**src/rtl/hazard_scoreboard.sv**
```systemverilog
// hazard_scoreboard
//   Hazard unit for an NLANE-wide in-order pipeline (F/D/E/M/W). It does
//   four jobs:
//   - Operand forwarding from M and W into the E stage.
//   - Load-use detection against D-stage sources.
//   - A register busy scoreboard for multi-cycle (long) operations.
//   - An ecall handshake FSM (IDLE/EWAIT) that freezes the front end until
//     the ecall has been serviced.
//   Memory waits (load miss / dirty writeback) freeze every stage.
//
// Configuration
//   HAZARD_WDOG_EN : when defined, a saturating stall watchdog counts
//                    consecutive StallF cycles and raises a sticky wdog_err
//                    once the count reaches WDOG_LIM. When undefined there
//                    is no counter and wdog_err is tied low.
//
// Ports (lane l of an NLANE*5 bus sits at [5l+4:5l])
//   clk, reset_n               clock, synchronous active-low reset
//   Rs1D/Rs2D                  D-stage source registers
//   Rs1E/Rs2E/RdE              E-stage sources and destination
//   Rs1M/Rs2M/RdM              M-stage sources and destination
//   RdW                        W-stage destination
//   enableD/enableE            D / E stage valid
//   PCSrcE                     branch taken in E
//   done_eE                    ecall serviced
//   ResultSrcE0[NLANE]         load in E
//   LongE[NLANE]               multi-cycle op in E
//   RegWriteM/RegWriteW        per-lane write enables
//   EcallM[NLANE]              ecall in M
//   Stall_miss/write_dirty     per-lane memory wait requests
//   lc_valid, lc_rd            long-op completion and its destination
//   StallF..StallW, FlushD/E/M stage stall and flush controls
//   FrowardAE/FrowardBE        per-lane E operand forward select (FW bits)
//   FrowardAM/FrowardWM        per-lane x10 ecall-result forward for M rs1/rs2
//   sb_busy[31:0]              scoreboard busy bits
//   wdog_err                   sticky stall-watchdog error
module hazard_scoreboard #(
  parameter int NLANE    = 2,
  parameter int WDOG_LIM = 1024
) (
  input  logic                                       clk,
  input  logic                                       reset_n,
  input  logic [NLANE*5-1:0]                         Rs1D,
  input  logic [NLANE*5-1:0]                         Rs2D,
  input  logic [NLANE*5-1:0]                         Rs1E,
  input  logic [NLANE*5-1:0]                         Rs2E,
  input  logic [NLANE*5-1:0]                         RdE,
  input  logic [NLANE*5-1:0]                         Rs1M,
  input  logic [NLANE*5-1:0]                         Rs2M,
  input  logic [NLANE*5-1:0]                         RdM,
  input  logic [NLANE*5-1:0]                         RdW,
  input  logic                                       enableD,
  input  logic                                       enableE,
  input  logic                                       PCSrcE,
  input  logic                                       done_eE,
  input  logic [NLANE-1:0]                           ResultSrcE0,
  input  logic [NLANE-1:0]                           LongE,
  input  logic [NLANE-1:0]                           RegWriteM,
  input  logic [NLANE-1:0]                           RegWriteW,
  input  logic [NLANE-1:0]                           EcallM,
  input  logic [NLANE-1:0]                           Stall_miss,
  input  logic [NLANE-1:0]                           write_dirty,
  input  logic                                       lc_valid,
  input  logic [4:0]                                 lc_rd,
  output logic                                       StallF,
  output logic                                       StallD,
  output logic                                       StallE,
  output logic                                       StallM,
  output logic                                       StallW,
  output logic                                       FlushD,
  output logic                                       FlushE,
  output logic                                       FlushM,
  output logic [NLANE*(2+((NLANE>2)?2:1))-1:0]       FrowardAE,
  output logic [NLANE*(2+((NLANE>2)?2:1))-1:0]       FrowardBE,
  output logic [NLANE-1:0]                           FrowardAM,
  output logic [NLANE-1:0]                           FrowardWM,
  output logic [31:0]                                sb_busy,
  output logic                                       wdog_err
);

  // LW = max(1, clog2(NLANE)) for the legal range 2..4.
  localparam int LW = (NLANE > 2) ? 2 : 1;
  localparam int FW = 2 + LW;

  typedef enum logic {IDLE, EWAIT} state_t;

  state_t      state_q;
  logic [31:0] sb_busy_q, sb_busy_d;
  logic        memStall, loadHaz, sbHaz, ecallHit;
  logic        srcD10, srcE10;

  // Forward select for one source. W is scanned first and M second so that
  // a later match overrides an earlier one: M beats W, and within a stage
  // the highest lane index wins. Register 0 never forwards.
  function automatic logic [FW-1:0] fwd_sel(input logic [4:0]         rs,
                                            input logic [NLANE*5-1:0] rdm,
                                            input logic [NLANE-1:0]   wem,
                                            input logic [NLANE*5-1:0] rdw,
                                            input logic [NLANE-1:0]   wew);
    logic [FW-1:0] sel;
    sel = '0;
    if (rs != 5'd0) begin
      for (int w = 0; w < NLANE; w++)
        if (wew[w] && (rdw[w*5 +: 5] == rs)) sel = {2'b01, LW'(w)};
      for (int m = 0; m < NLANE; m++)
        if (wem[m] && (rdm[m*5 +: 5] == rs)) sel = {2'b10, LW'(m)};
    end
    return sel;
  endfunction

  for (genvar l = 0; l < NLANE; l++) begin : g_lane
    assign FrowardAE[l*FW +: FW] = fwd_sel(Rs1E[l*5 +: 5], RdM, RegWriteM, RdW, RegWriteW);
    assign FrowardBE[l*FW +: FW] = fwd_sel(Rs2E[l*5 +: 5], RdM, RegWriteM, RdW, RegWriteW);
    assign FrowardAM[l] = done_eE && (Rs1M[l*5 +: 5] == 5'd10);
    assign FrowardWM[l] = done_eE && (Rs2M[l*5 +: 5] == 5'd10);
  end

  assign memStall = (|Stall_miss) | (|write_dirty);

  // Hazard detection across every D-lane source.
  always_comb begin
    loadHaz = 1'b0;
    sbHaz   = 1'b0;
    srcD10  = 1'b0;
    srcE10  = 1'b0;
    for (int d = 0; d < NLANE; d++) begin
      for (int e = 0; e < NLANE; e++)
        if (ResultSrcE0[e] && (RdE[e*5 +: 5] != 5'd0) &&
            ((RdE[e*5 +: 5] == Rs1D[d*5 +: 5]) || (RdE[e*5 +: 5] == Rs2D[d*5 +: 5])))
          loadHaz = 1'b1;
      if (sb_busy_q[Rs1D[d*5 +: 5]] || sb_busy_q[Rs2D[d*5 +: 5]]) sbHaz = 1'b1;
      if ((Rs1D[d*5 +: 5] == 5'd10) || (Rs2D[d*5 +: 5] == 5'd10)) srcD10 = 1'b1;
      if ((Rs1E[d*5 +: 5] == 5'd10) || (Rs2E[d*5 +: 5] == 5'd10)) srcE10 = 1'b1;
    end
    loadHaz  = loadHaz & enableD;
    sbHaz    = sbHaz & enableD;
    ecallHit = (|EcallM) && ((enableD && srcD10) || (enableE && srcE10));
  end

  // Stall/flush priority: memory wait > taken branch > ecall > data hazard.
  always_comb begin
    StallF = 1'b0;
    StallD = 1'b0;
    StallE = 1'b0;
    FlushD = 1'b0;
    FlushE = 1'b0;
    FlushM = 1'b0;
    if (memStall) begin
      StallF = 1'b1;
      StallD = 1'b1;
      StallE = 1'b1;
    end else if (PCSrcE) begin
      FlushD = 1'b1;
      FlushE = 1'b1;
    end else if ((state_q == EWAIT) || ecallHit) begin
      StallF = 1'b1;
      StallD = 1'b1;
      StallE = 1'b1;
      FlushM = 1'b1;
    end else if (loadHaz || sbHaz) begin
      StallF = 1'b1;
      StallD = 1'b1;
      FlushE = 1'b1;
    end
  end

  assign StallM = memStall;
  assign StallW = memStall;

  // Completion clears first so that a new issue to the same register in the
  // same cycle keeps the bit set. x0 is never tracked.
  always_comb begin
    sb_busy_d = sb_busy_q;
    if (lc_valid) sb_busy_d[lc_rd] = 1'b0;
    if (!StallE && !FlushE)
      for (int e = 0; e < NLANE; e++)
        if (LongE[e]) sb_busy_d[RdE[e*5 +: 5]] = 1'b1;
    sb_busy_d[0] = 1'b0;
  end

  always_ff @(posedge clk) begin
    if (!reset_n) begin
      state_q   <= IDLE;
      sb_busy_q <= '0;
    end else begin
      sb_busy_q <= sb_busy_d;
      case (state_q)
        IDLE:    if (ecallHit && !memStall) state_q <= EWAIT;
        EWAIT:   if (done_eE) state_q <= IDLE;
        default: state_q <= IDLE;
      endcase
    end
  end

  assign sb_busy = sb_busy_q;

`ifdef HAZARD_WDOG_EN
  localparam int CW = $clog2(WDOG_LIM + 1);

  logic [CW-1:0] wdog_cnt_q, wdog_cnt_d;
  logic          wdog_err_q, wdog_err_d;

  // The count saturates at WDOG_LIM; the error bit is sticky until reset.
  always_comb begin
    wdog_cnt_d = wdog_cnt_q;
    if (!StallF)
      wdog_cnt_d = '0;
    else if (wdog_cnt_q != CW'(WDOG_LIM))
      wdog_cnt_d = wdog_cnt_q + CW'(1);
    wdog_err_d = wdog_err_q | (wdog_cnt_d == CW'(WDOG_LIM));
  end

  always_ff @(posedge clk) begin
    if (!reset_n) begin
      wdog_cnt_q <= '0;
      wdog_err_q <= 1'b0;
    end else begin
      wdog_cnt_q <= wdog_cnt_d;
      wdog_err_q <= wdog_err_d;
    end
  end

  assign wdog_err = wdog_err_q;
`else
  assign wdog_err = 1'b0;
`endif

endmodule

```
**config.mk**
```make
export PLATFORM = sky130hd
export DESIGN_NAME = hazard_scoreboard
export DESIGN_NICKNAME = d
export VERILOG_FILES = /design/src/rtl/hazard_scoreboard.sv
export SDC_FILE = /design/constraint.sdc
export NUM_CORES = 1
export LEC_CHECK = 0
export ABC_CLOCK_PERIOD_IN_PS = 8600
export BUFFER_PORTS_ARGS = -buffer_cell sky130_fd_sc_hd__buf_4
export CORE_ASPECT_RATIO = 1.2
export CORE_MARGIN = 8
export CORE_UTILIZATION = 49
export CTS_BUF_LIST = sky130_fd_sc_hd__clkbuf_16
export CTS_CLUSTER_DIAMETER = 80
export DETAILED_ROUTE_END_ITERATION = 6
export PLACE_DENSITY = 0.78
export SETUP_SLACK_MARGIN = 0.3
export SYNTH_ARGS = -nofsm -noshare
export SYNTH_HDL_FRONTEND = slang
export SYNTH_SLANG_ARGS = --single-unit
```
**constraint.sdc**
```tcl
create_clock -name clk -period 8.6 [get_ports clk]
set_clock_uncertainty 0.15 [all_clocks]
set_input_delay 1.72 -clock clk [delete_from_list [all_inputs] [get_ports clk]]
set_output_delay 1.72 -clock clk [all_outputs]
set_load 0.03 [all_outputs]
```
==> results of run 1 <==
-- worst min-delay path, cell delays in order, from the launching register on --
cell and delay [ps]:
dfxtp_1 320, mux2i_1 130, and2_1 130
-- report_power, final --
part           internal, mW  switching, mW  total [mW]  leakage (nW)
clock                 0.104         0.0634       0.167        0.0738
sequential            0.149       0.000431       0.149         0.258
combinational        0.0927          0.120       0.213          2.23
-- path summary, 6_finish.rpt --
| check | from | endpoint | slack, ps | cells past startpoint |
|---|---|---|---|---|
| setup / recovery | Rs1D[0] | StallF | 2740 | 9 |
| hold reg to reg | state_q | state_q | 450 | 2 |
| setup reg to reg | sb_busy[4] | sb_busy[1] | 5760 | 7 |
| hold / removal | state_q | state_q | 450 | 2 |
-- cell usage in the layout, fill, tap and decap left out, types with 3 or more instances in the layout --
cell | synthesis | final
a21oi_1 | 14 | 14
a22oi_1 | 36 | 36
a31oi_1 | 5 | 5
and3_1 | 18 | 18
and3b_1 | 4 | 4
buf_4 | 6 | 171
clkbuf_16 | 0 | 5
dfxtp_1 | 32 | 32
inv_1 | 9 | 11
mux2_1 | 5 | 5
mux2i_1 | 41 | 41
mux4_2 | 9 | 9
nand2_1 | 32 | 32
nand2b_1 | 4 | 4
nand3_1 | 18 | 18
nand3b_1 | 6 | 6
nand4bb_1 | 4 | 4
nor2_1 | 32 | 32
nor2b_1 | 6 | 6
nor3_1 | 14 | 14
nor3b_1 | 15 | 15
nor4_1 | 24 | 24
o211ai_1 | 31 | 31
o21ai_1 | 3 | 3
o21ai_2 | 30 | 30
or3_1 | 5 | 5
or3b_2 | 3 | 3
xnor2_1 | 32 | 32
xor2_1 | 88 | 88
-- stage by stage --
stage	instance area, sq um	std cells	setup slack (ps)	hold slack [ps]
final	6227	860	2744	454.4
after global routing	6227	860	2661	494.3
after CTS	6227	860	2750	458.7
after detailed placement	6091	852	2755	452.3
after global placement	6091	852	2799	440.6
after floorplan	5039	622	2842	420.9
-- sequential cells by signal, indices dropped and copies added (netlist names) --
signal	count
sb_busy	31
state_q	1
-- Yosys cell counts (2+ instances only) --
library cell,instances,share of area (%)
a21oi_1,14,1.4
a22oi_1,36,5.4
a31o_1,2,0.35
a31oi_1,5,0.62
and2_1,2,0.25
and3_1,18,2.2
and3b_1,4,0.70
buf_1,5,0.37
buf_2,9,0.89
buf_4,6,0.89
buf_6,8,1.8
clkbuf_1,31,2.3
clkdlybuf4s25_2,4,0.80
dfxtp_1,32,13
dlygate4sd3_1,2,0.40
inv_1,9,0.67
mux2_1,5,1.1
mux2i_1,41,8.2
mux4_2,9,4.0
nand2_1,32,2.4
nand2b_1,4,0.50
nand3_1,18,1.8
nand3b_1,6,0.89
nand4_1,2,0.25
nand4bb_1,4,0.89
nor2_1,32,2.4
nor2b_1,6,0.75
nor3_1,14,1.4
nor3b_1,15,2.2
nor4_1,24,3.0
o211ai_1,31,4.6
o211ai_2,2,0.50
o21ai_1,3,0.30
o21ai_2,30,5.2
o22ai_1,2,0.25
or3_1,5,0.62
or3b_2,3,0.52
xnor2_1,32,5.6
xor2_1,88,15
-- logic make-up (layout without fill, tap and decap cells) --
group	after synthesis	in the layout	synth area share, %
AOI/OAI and AO/OA	137	137	21.12
and+or+nand+nor	198	198	22.76
xor gates and xnor gates	120	120	20.87
DFF	32	32	12.72
buffers and inverters	76	188	8.399
muxes	57	57	14.04
other	1	2	0.07448
-- final cells by class --
| type | instances | area share [%] |
|---|---|---|
| Multi-Input combinational cell | 514 | 63.83 |
| Timing Repair Buffer | 171 | 20.61 |
| Sequential cell | 32 | 10.29 |
| Tap cell | 126 | 2.532 |
| Clock buffer | 5 | 2.009 |
| Inverter | 9 | 0.5425 |
| Clock inverter | 3 | 0.1808 |
-- layer usage --
| layer | track usage [%] | wire length, microns |
|---|---|---|
| met1 | 26.86 | 6500 |
| met2 | 47.19 | 9949 |
| met3 | 4.527 | 1684 |
| met4 | 15.17 | 954 |
| met5 | 0 | 0 |
==> results.sh, run 1 <==
export IMPL_h_tree_depth=2
export IMPL_final_nets=849
export IMPL_p_per_area_mw_per_mm2=84.94
export IMPL_viasPerCell=6.526
export IMPL_p_leak_nw=2.566
export IMPL_ys_types=65
export IMPL_cts_tree="yes"
export IMPL_synth_area_sq_mm=0.005035
export IMPL_ant_nets=0
export IMPL_clkSinkCount=32
export IMPL_async_flop_share_pct=0
export IMPL_grt_setup_unrepaired="no"
export IMPL_die_x_microns=108.5
export IMPL_crit_path_max_fanout=11
export IMPL_synth_cells=621
export IMPL_clkSlewWorstSetupHoldPaths_ps=50
export IMPL_row_count=40
export IMPL_arrival_ps=3990
export IMPL_synth_edf_count=0
export IMPL_wl_per_cell_microns=22.20
export IMPL_diodes=0
export IMPL_drv_cap=0
export IMPL_ir_worst_vdd_mv=0.1719
export IMPL_final_seq_area_sq_um=640.6
export IMPL_power_total_mw=0.5289
export IMPL_start_util_pct=50.30
export IMPL_cts_root_buffer="clkbuf_16"
export IMPL_avgSynthCellArea_sq_um=8.108
export IMPL_min_period_ps=5856
export IMPL_die_area_sq_mm=0.01379
export IMPL_crit_required_ps=6730
export IMPL_worstPathCellList="buf_4 -> mux4_2 -> o21ai_1 -> a31oi_2 -> or4_4 -> nor4_4 -> nand3_1 -> a31o_1 -> buf_4"
export IMPL_tns_ps=0
export IMPL_antenna_found_initial=0
export IMPL_relSlewSlack_pct=32.69
export IMPL_multiInputGateArea_sq_mm=0.003975
export IMPL_cts_resized=0
export IMPL_cpMostUsedCell="buf_4"
export IMPL_cp_top_family="simple AND/OR/NAND/NOR gates"
export IMPL_synth_warnings=0
export IMPL_slew_viol_final=0
export IMPL_io_buffers=170
export IMPL_drt_iter0_markers=410
export IMPL_cts_made_buffers=5
export IMPL_min_period_over_period_pct=68.10
export IMPL_worst_path_max_delay_cell="mux4_2"
export IMPL_setup_violations=0
export IMPL_pin_count=173
export IMPL_core_region_area_sq_mm=0.01001
export IMPL_grt_pass1_vias=5781
export IMPL_hold_viol=0
export IMPL_num_vias=5612
export IMPL_place_congestion=0.9761
export IMPL_ctsHoldBuffers=0
export IMPL_start_kind="input pin"
export IMPL_path_buf_inv=2
export IMPL_synth_ff_type="dfxtp_1"
export IMPL_cts_setup_buffers=0
export IMPL_drtPass1Iterations=7
export IMPL_yosysSeqAreaShare_pct=12.72
export IMPL_grt_use_total_pct=25.91
export IMPL_ys_seq_elements=32
export IMPL_criticalPathCategory="input pin to output pin"
export IMPL_grt_pass1_wl_microns=29010
export IMPL_routed_wl_microns=19090
export IMPL_worst_slew_pin_slew_ps=1007
export IMPL_synthToLayoutAreaGrowth_pct=23.68
export IMPL_die_h_microns=127.0
export IMPL_fill_cells=851
export IMPL_hp_class="flip-flop to flip-flop"
export IMPL_cp_end_kind="output pin"
export IMPL_hpwl_microns=15180
export IMPL_status="complete, no violations"
export IMPL_insertion_delay_ps=280
export IMPL_critPathMaxStageDelay_ps=510
export IMPL_utilization_pct=62.21
export IMPL_drcViolationCount=0
export IMPL_grt_max_degree=34
export IMPL_max_clock_freq_mhz=170.8
export IMPL_cts_path_max_buffers=2
export IMPL_drive_gt1_share_pct=31.47
export IMPL_grt_overflow=0
Note: power is estimated with default switching activity, not from simulation.
==> run 2: changes to the inputs <==
ABC_CLOCK_PERIOD_IN_PS = 5510   (was 8600)
clock period = 5.51 ns   (was 8.6 ns; I/O delays follow)
==> run 2 against run 1 <==
Compared with the run above: power up 57%; die area stayed put; first-iteration DRC count fell by 7.3%; worst setup slack worse by 1900 ps; sequential power rose by 56%; critical path depth unchanged; critical path type unchanged.
==> results.sh, run 2 (synthesis gave the netlist of run 1 again) <==
export IMPL_slew_viol_final=0
export IMPL_hold_depth=2
export IMPL_min_period_ps=4621
export IMPL_cp_top_family="simple AND/OR/NAND/NOR gates"
export IMPL_io_buffers=170
export IMPL_power_total_mw=0.8284
export IMPL_min_from="state_q"
export IMPL_cp_end_kind="output pin"
export IMPL_crit_path_max_fanout=11
export IMPL_p_per_area_mw_per_mm2=133.0
export IMPL_pin_count=173
export IMPL_cpMostUsedCell="buf_4"
export IMPL_start_util_pct=50.30
export IMPL_cts_resized=0
export IMPL_utilization_pct=62.25
export IMPL_ant_nets=0
export IMPL_tns_ps=0
export IMPL_postPlaceCellArea_sq_mm=0.006091
export IMPL_crit_required_ps=4260
export IMPL_cts_tree="yes"
export IMPL_hp_class="flip-flop to flip-flop"
export IMPL_power_frac_clock_pct=31.9
export IMPL_drv_cap=0
export IMPL_ff2ff_path_depth=7
export IMPL_fill_cells=859
export IMPL_diodes=0
export IMPL_min_period_over_period_pct=83.87
export IMPL_core_region_area_sq_mm=0.01001
export IMPL_clkSlewWorstSetupHoldPaths_ps=50
export IMPL_critPathMaxStageDelay_ps=510
export IMPL_cts_made_buffers=5
export IMPL_arrival_ps=3370
export IMPL_grt_pass1_vias=5753
export IMPL_p_leak_nw=2.560
export IMPL_ctsHoldBuffers=0
export IMPL_setup_slack_ps=888.8
export IMPL_cts_setup_buffers=0
export IMPL_status="complete, no violations"
export IMPL_row_count=40
export IMPL_grt_setup_unrepaired="no"
export IMPL_ir_worst_vdd_mv=0.1885
export IMPL_place_congestion=0.9761
export IMPL_power_switching_mw=0.2880
export IMPL_viasPerCell=6.442
export IMPL_criticalPathCategory="input pin to output pin"
export IMPL_clkSinkCount=32
export IMPL_grt_overflow=0
export IMPL_insertion_delay_ps=280
export IMPL_worstPathCellList="buf_4 -> mux4_2 -> o21ai_1 -> a31oi_2 -> or4_4 -> nor4_4 -> nand3_1 -> a31o_1 -> buf_4"
export IMPL_cts_path_max_buffers=2
export IMPL_antenna_found_initial=0
export IMPL_post_place_ws_ps=900.5
export IMPL_h_tree_depth=2
export IMPL_final_area_sq_mm=0.006231
export IMPL_r2r_end="sb_busy[1]"
export IMPL_die_h_microns=127.0
export IMPL_p_seq_share_pct=28.1
export IMPL_multiInputGateArea_sq_mm=0.003975
export IMPL_max_clock_freq_mhz=216.4
export IMPL_drt_iter0_markers=380
export IMPL_drtPass1Iterations=5
export IMPL_grt_use_total_pct=25.99
export IMPL_final_nets=849
export IMPL_routed_wl_microns=19120
export IMPL_wl_per_cell_microns=22.23
export IMPL_hpwl_microns=15190
export IMPL_relSlewSlack_pct=35.03
export IMPL_final_cell_mix="buf_4, xor2_1, mux2i_1, a22oi_1"
export IMPL_rr_startpoint="sb_busy[4]"
export IMPL_drive_gt1_share_pct=31.61
export IMPL_cts_root_buffer="clkbuf_16"
export IMPL_worst_slew_pin_slew_ps=972.4
export IMPL_worst_path_max_delay_cell="mux4_2"
export IMPL_p_int_mw=0.5405
export IMPL_synthToLayoutAreaGrowth_pct=23.76
export IMPL_worstHoldEndpoint="state_q"
export IMPL_grt_pass1_wl_microns=29210
export IMPL_grt_max_degree=34
export IMPL_die_area_sq_mm=0.01379
export IMPL_num_vias=5540
export IMPL_setup_violations=0
export IMPL_swShare_pct=34.76
export IMPL_drcViolationCount=0
export IMPL_hold_viol=0
export IMPL_final_seq_area_sq_um=640.6
export IMPL_die_x_microns=108.5
export IMPL_start_kind="input pin"
export IMPL_comb_power_share_pct=40.0
export IMPL_path_buf_inv=2
export IMPL_reg2reg_slack_ps=2690
export IMPL_largest_reg_flops=31
export IMPL_layout_commonest_cell="buf_4"
run 2: cell types whose count changed in the layout (fill, tap and decap cells not counted), sizes merged:
| cell | previous run | this run |
|---|---|---|
| clkinvlp | 0 | 1 |
| inv | 11 | 10 |
run 2: how the worst max path moves through the flow:
stage / startpoint / endpoint / slack, ps / depth (start not counted)
final: Rs1D[0] / StallD / 890 / 9
after global routing: Rs2D[2] / StallF / 790 / 9
after CTS: Rs1D[0] / StallD / 900 / 9
after detailed placement: Rs1D[0] / StallD / 900 / 9
after global placement: Rs1D[0] / StallF / 940 / 9
after floorplan: Rs1D[2] / StallF / 990 / 10
run 2: worst register-to-register path: stages, from the launching register on:
cell	delay [ps]
dfxtp_1	490
mux2i_1	120
mux4_1	500
o311ai_1	480
nor4_4	120
a41oi_4	180
buf_4	470
o21ai_1	170
run 2: stage by stage:
stage,std cells,hold WS (ps)
6_report,860,459.1
5_1_grt,860,487.4
4_1_cts,860,460.9
3_5_place_dp,852,454.0
3_3_place_gp,852,440.6
2_1_floorplan,622,420.9
run 2: power by group through the flow:
stage	Combinational [mW]	Sequential (mW)	Clock (mW)
after global routing	0.352	0.232	0.275
after global placement	0.315	0.237	0
final	0.331	0.233	0.265
after detailed placement	0.325	0.237	0
after floorplan	0.207	0.238	0
after CTS	0.326	0.233	0.265
run 2: routing by layer:
| layer | up-vias | track usage, % | wire (microns) |
|---|---|---|---|
| li1 | 2503 | - | - |
| met4 | 0 | 15.17 | 759 |
| met2 | 332 | 46.44 | 10060 |
| met5 | - | 0 | 0 |
| met3 | 71 | 3.974 | 1501 |
| met1 | 2634 | 28.07 | 6801 |
run 2: cell type report:
cell class	count	area share, %
multi-input combinational	514	63.80
timing repair buffer	171	20.60
sequential	32	10.28
tap	126	2.530
clock buffer	5	2.008
inverter	9	0.5422
clock inverter	3	0.2410
==> run 3: changes to the inputs <==
ABC_AREA = 1   (was unset)
ABC_CLOCK_PERIOD_IN_PS = 4400   (was 5510)
clock period = 4.4 ns   (was 5.51 ns; I/O delays follow)
==> run 3 against run 2 <==
Compared with the run above: count of clock-buffer cells in the layout is the same; synthesized cell count grew 55%; synthesized area grew 6.1%; power grew 31%; critical path depth grew 5; global-route usage grew 3.3 points; cell count grew 41%; routed wire length grew 17%; via count grew 34%; worst setup slack lost 140 ps; first-iteration DRC count grew 130%; core utilization shrank 0.79 points; highest routed layer unchanged.
==> results.sh, run 3 <==
export IMPL_grt_max_degree=35
export IMPL_slew_viol_final=0
export IMPL_clkSinkCount=32
export IMPL_synth_cells=960
export IMPL_p_per_area_mw_per_mm2=166.9
export IMPL_ant_nets=0
export IMPL_worst_path_max_delay_cell="clkinv_1"
export IMPL_viasPerCell=6.100
export IMPL_ctsHoldBuffers=0
export IMPL_pin_count=173
export IMPL_synth_top_area_share_pct=17.64
export IMPL_ys_types=37
export IMPL_criticalPathCategory="input pin to output pin"
export IMPL_layout_commonest_cell="nand2_1"
export IMPL_cts_made_buffers=5
export IMPL_power_total_mw=1.084
export IMPL_ff2ff_path_depth=13
export IMPL_r2r_end="sb_busy[26]"
export IMPL_diodes=0
export IMPL_setup_violations=0
export IMPL_cp_end_kind="output pin"
export IMPL_grt_use_total_pct=29.27
export IMPL_cts_root_buffer="clkbuf_16"
export IMPL_insertion_delay_ps=270
export IMPL_die_h_microns=130.4
export IMPL_worstHoldEndpoint="state_q"
export IMPL_synthToLayoutAreaGrowth_pct=21.63
export IMPL_ys_seq_elements=32
export IMPL_drive_gt1_share_pct=17.99
export IMPL_cpMostUsedCell="nand2_1"
export IMPL_die_x_microns=111.3
export IMPL_drtPass1Iterations=5
export IMPL_clkSlewWorstSetupHoldPaths_ps=50
export IMPL_drt_iter0_markers=874
export IMPL_hold_viol=0
export IMPL_hpwl_microns=18130
export IMPL_ir_worst_vdd_mv=0.2811
export IMPL_postPlaceCellArea_sq_mm=0.006362
export IMPL_wl_per_cell_microns=18.45
export IMPL_async_flop_share_pct=0
export IMPL_yosysMostFrequentCell="nand2_1"
export IMPL_drcViolationCount=0
export IMPL_place_congestion=1.036
export IMPL_grt_setup_unrepaired="no"
export IMPL_synth_ff_type="dfxtp_1"
export IMPL_arrival_ps=2620
export IMPL_cts_setup_buffers=0
export IMPL_die_area_sq_mm=0.01451
export IMPL_cts_tree="yes"
export IMPL_grt_pass1_wl_microns=35100
export IMPL_num_vias=7399
export IMPL_crit_required_ps=3370
export IMPL_synth_warnings=0
export IMPL_cts_resized=0
export IMPL_synth_area_sq_mm=0.005340
export IMPL_min_period_over_period_pct=83.01
export IMPL_hp_class="flip-flop to flip-flop"
export IMPL_start_kind="input pin"
export IMPL_final_nets=1200
export IMPL_worst_slew_pin_slew_ps=1005
export IMPL_max_clock_freq_mhz=273.8
export IMPL_grt_overflow=0
export IMPL_synth_common_cells="nand2_1, inv_1, nand3_1, a21oi_1, o22ai_1"
export IMPL_reg2reg_slack_ps=2130
export IMPL_largest_reg_flops=31
export IMPL_tns_ps=0
export IMPL_min_period_ps=3652
export IMPL_synth_top_cell_by_area="nand2_1"
export IMPL_antenna_found_initial=0
export IMPL_status="complete, no violations"
export IMPL_synth_edf_count=0
export IMPL_core_region_area_sq_mm=0.01057
export IMPL_start_util_pct=50.53
export IMPL_synth_area_top_cells="nand2_1, dfxtp_1, nand3_1"
export IMPL_rr_startpoint="sb_busy[2]"
export IMPL_relSlewSlack_pct=32.91
export IMPL_avgSynthCellArea_sq_um=5.563
export IMPL_min_from="state_q"
export IMPL_worstPathCellList="buf_4 -> clkinv_1 -> nand2_1 -> nand3_1 -> nand3_1 -> nand2_1 -> nand2_1 -> nand2_1 -> nor2_1 -> nor2_2 -> nand3_2 -> nand2_4 -> o21ai_0 -> buf_4"
export IMPL_p_leak_nw=3.198
export IMPL_drv_cap=0
export IMPL_h_tree_depth=2
export IMPL_critPathMaxStageDelay_ps=300
export IMPL_yosysSeqAreaShare_pct=12.00
export IMPL_crit_path_max_fanout=26
export IMPL_final_cell_mix="nand2_1, buf_4, inv_1, nand3_1, a21oi_1"
export IMPL_final_area_sq_mm=0.006495
export IMPL_grt_pass1_vias=6711
export IMPL_io_buffers=170
export IMPL_hold_depth=2
export IMPL_cts_path_max_buffers=2
export IMPL_routed_wl_microns=22380
export IMPL_row_count=41
-- run 3: how the worst max path moves through the flow --
stage	from	end	depth (start not counted)	slack [ps]
4_1_cts	Rs1D[5]	StallD	14	790
3_5_place_dp	Rs1D[5]	StallD	14	800
5_1_grt	Rs1D[5]	StallF	14	480
6_report	Rs1D[5]	StallD	14	750
3_3_place_gp	Rs1D[5]	StallF	14	850
2_1_floorplan	Rs1D[5]	StallF	15	370
-- run 3: final cells by class --
cell class,count,area (sq um)
clock buffer,5,125.1
clock inverter,2,7.507
fill,1084,4073
inverter,136,510.5
multi-input combinational,736,3751
sequential,32,640.6
tap,129,161.4
timing repair buffer,173,1299
-- run 3: metrics by stage --
step,worst slack [ps],util (%),hold WS (ps),cells
floorplan,365.5,-,293.6,961
global placement,848.8,60.21,303.1,1206
detailed placement,804.5,60.21,324.9,1206
CTS,788.4,61.46,333.1,1213
global route,478.0,61.46,370.5,1213
finish,747.5,61.46,327.0,1213
-- run 3: routing by layer --
metal	GRT usage [%]	vias to the layer above	part of all wire, %	wire, microns
li1	-	3524	-	-
met1	38.63	3248	40	8978
met2	46.04	552	44	9856
met3	5.601	75	12	2718
met4	11.47	0	3.7	830
met5	0	-	0	0
-- run 3: cell families (layout without fill, tap and decap cells) --
| group | count (synthesis) | after routing | share of synthesized area [%] |
|---|---|---|---|
| AO/OA/AOI/OAI | 201 | 201 | 23.13 |
| XOR/XNOR | 35 | 35 | 5.740 |
| AND/OR/NAND/NOR | 498 | 498 | 41.24 |
| flip-flops | 32 | 32 | 12.00 |
| buffers and inverters | 193 | 316 | 17.83 |
| other | 1 | 2 | 0.07022 |
-- run 3: critical path, delay by kind of cell --
kind | cells | cell delay, ps
AO/OA/AOI/OAI | 1 | 230
AND/OR/NAND/NOR | 10 | 760
buffers and inverters | 3 | 750
-- run 3: power by group --
part           total [mW]  switching (mW)  internal (mW)
Clock               0.313           0.111          0.202
Combinational       0.481           0.300          0.181
Sequential          0.291        0.000323          0.291
Total                1.08           0.411          0.673
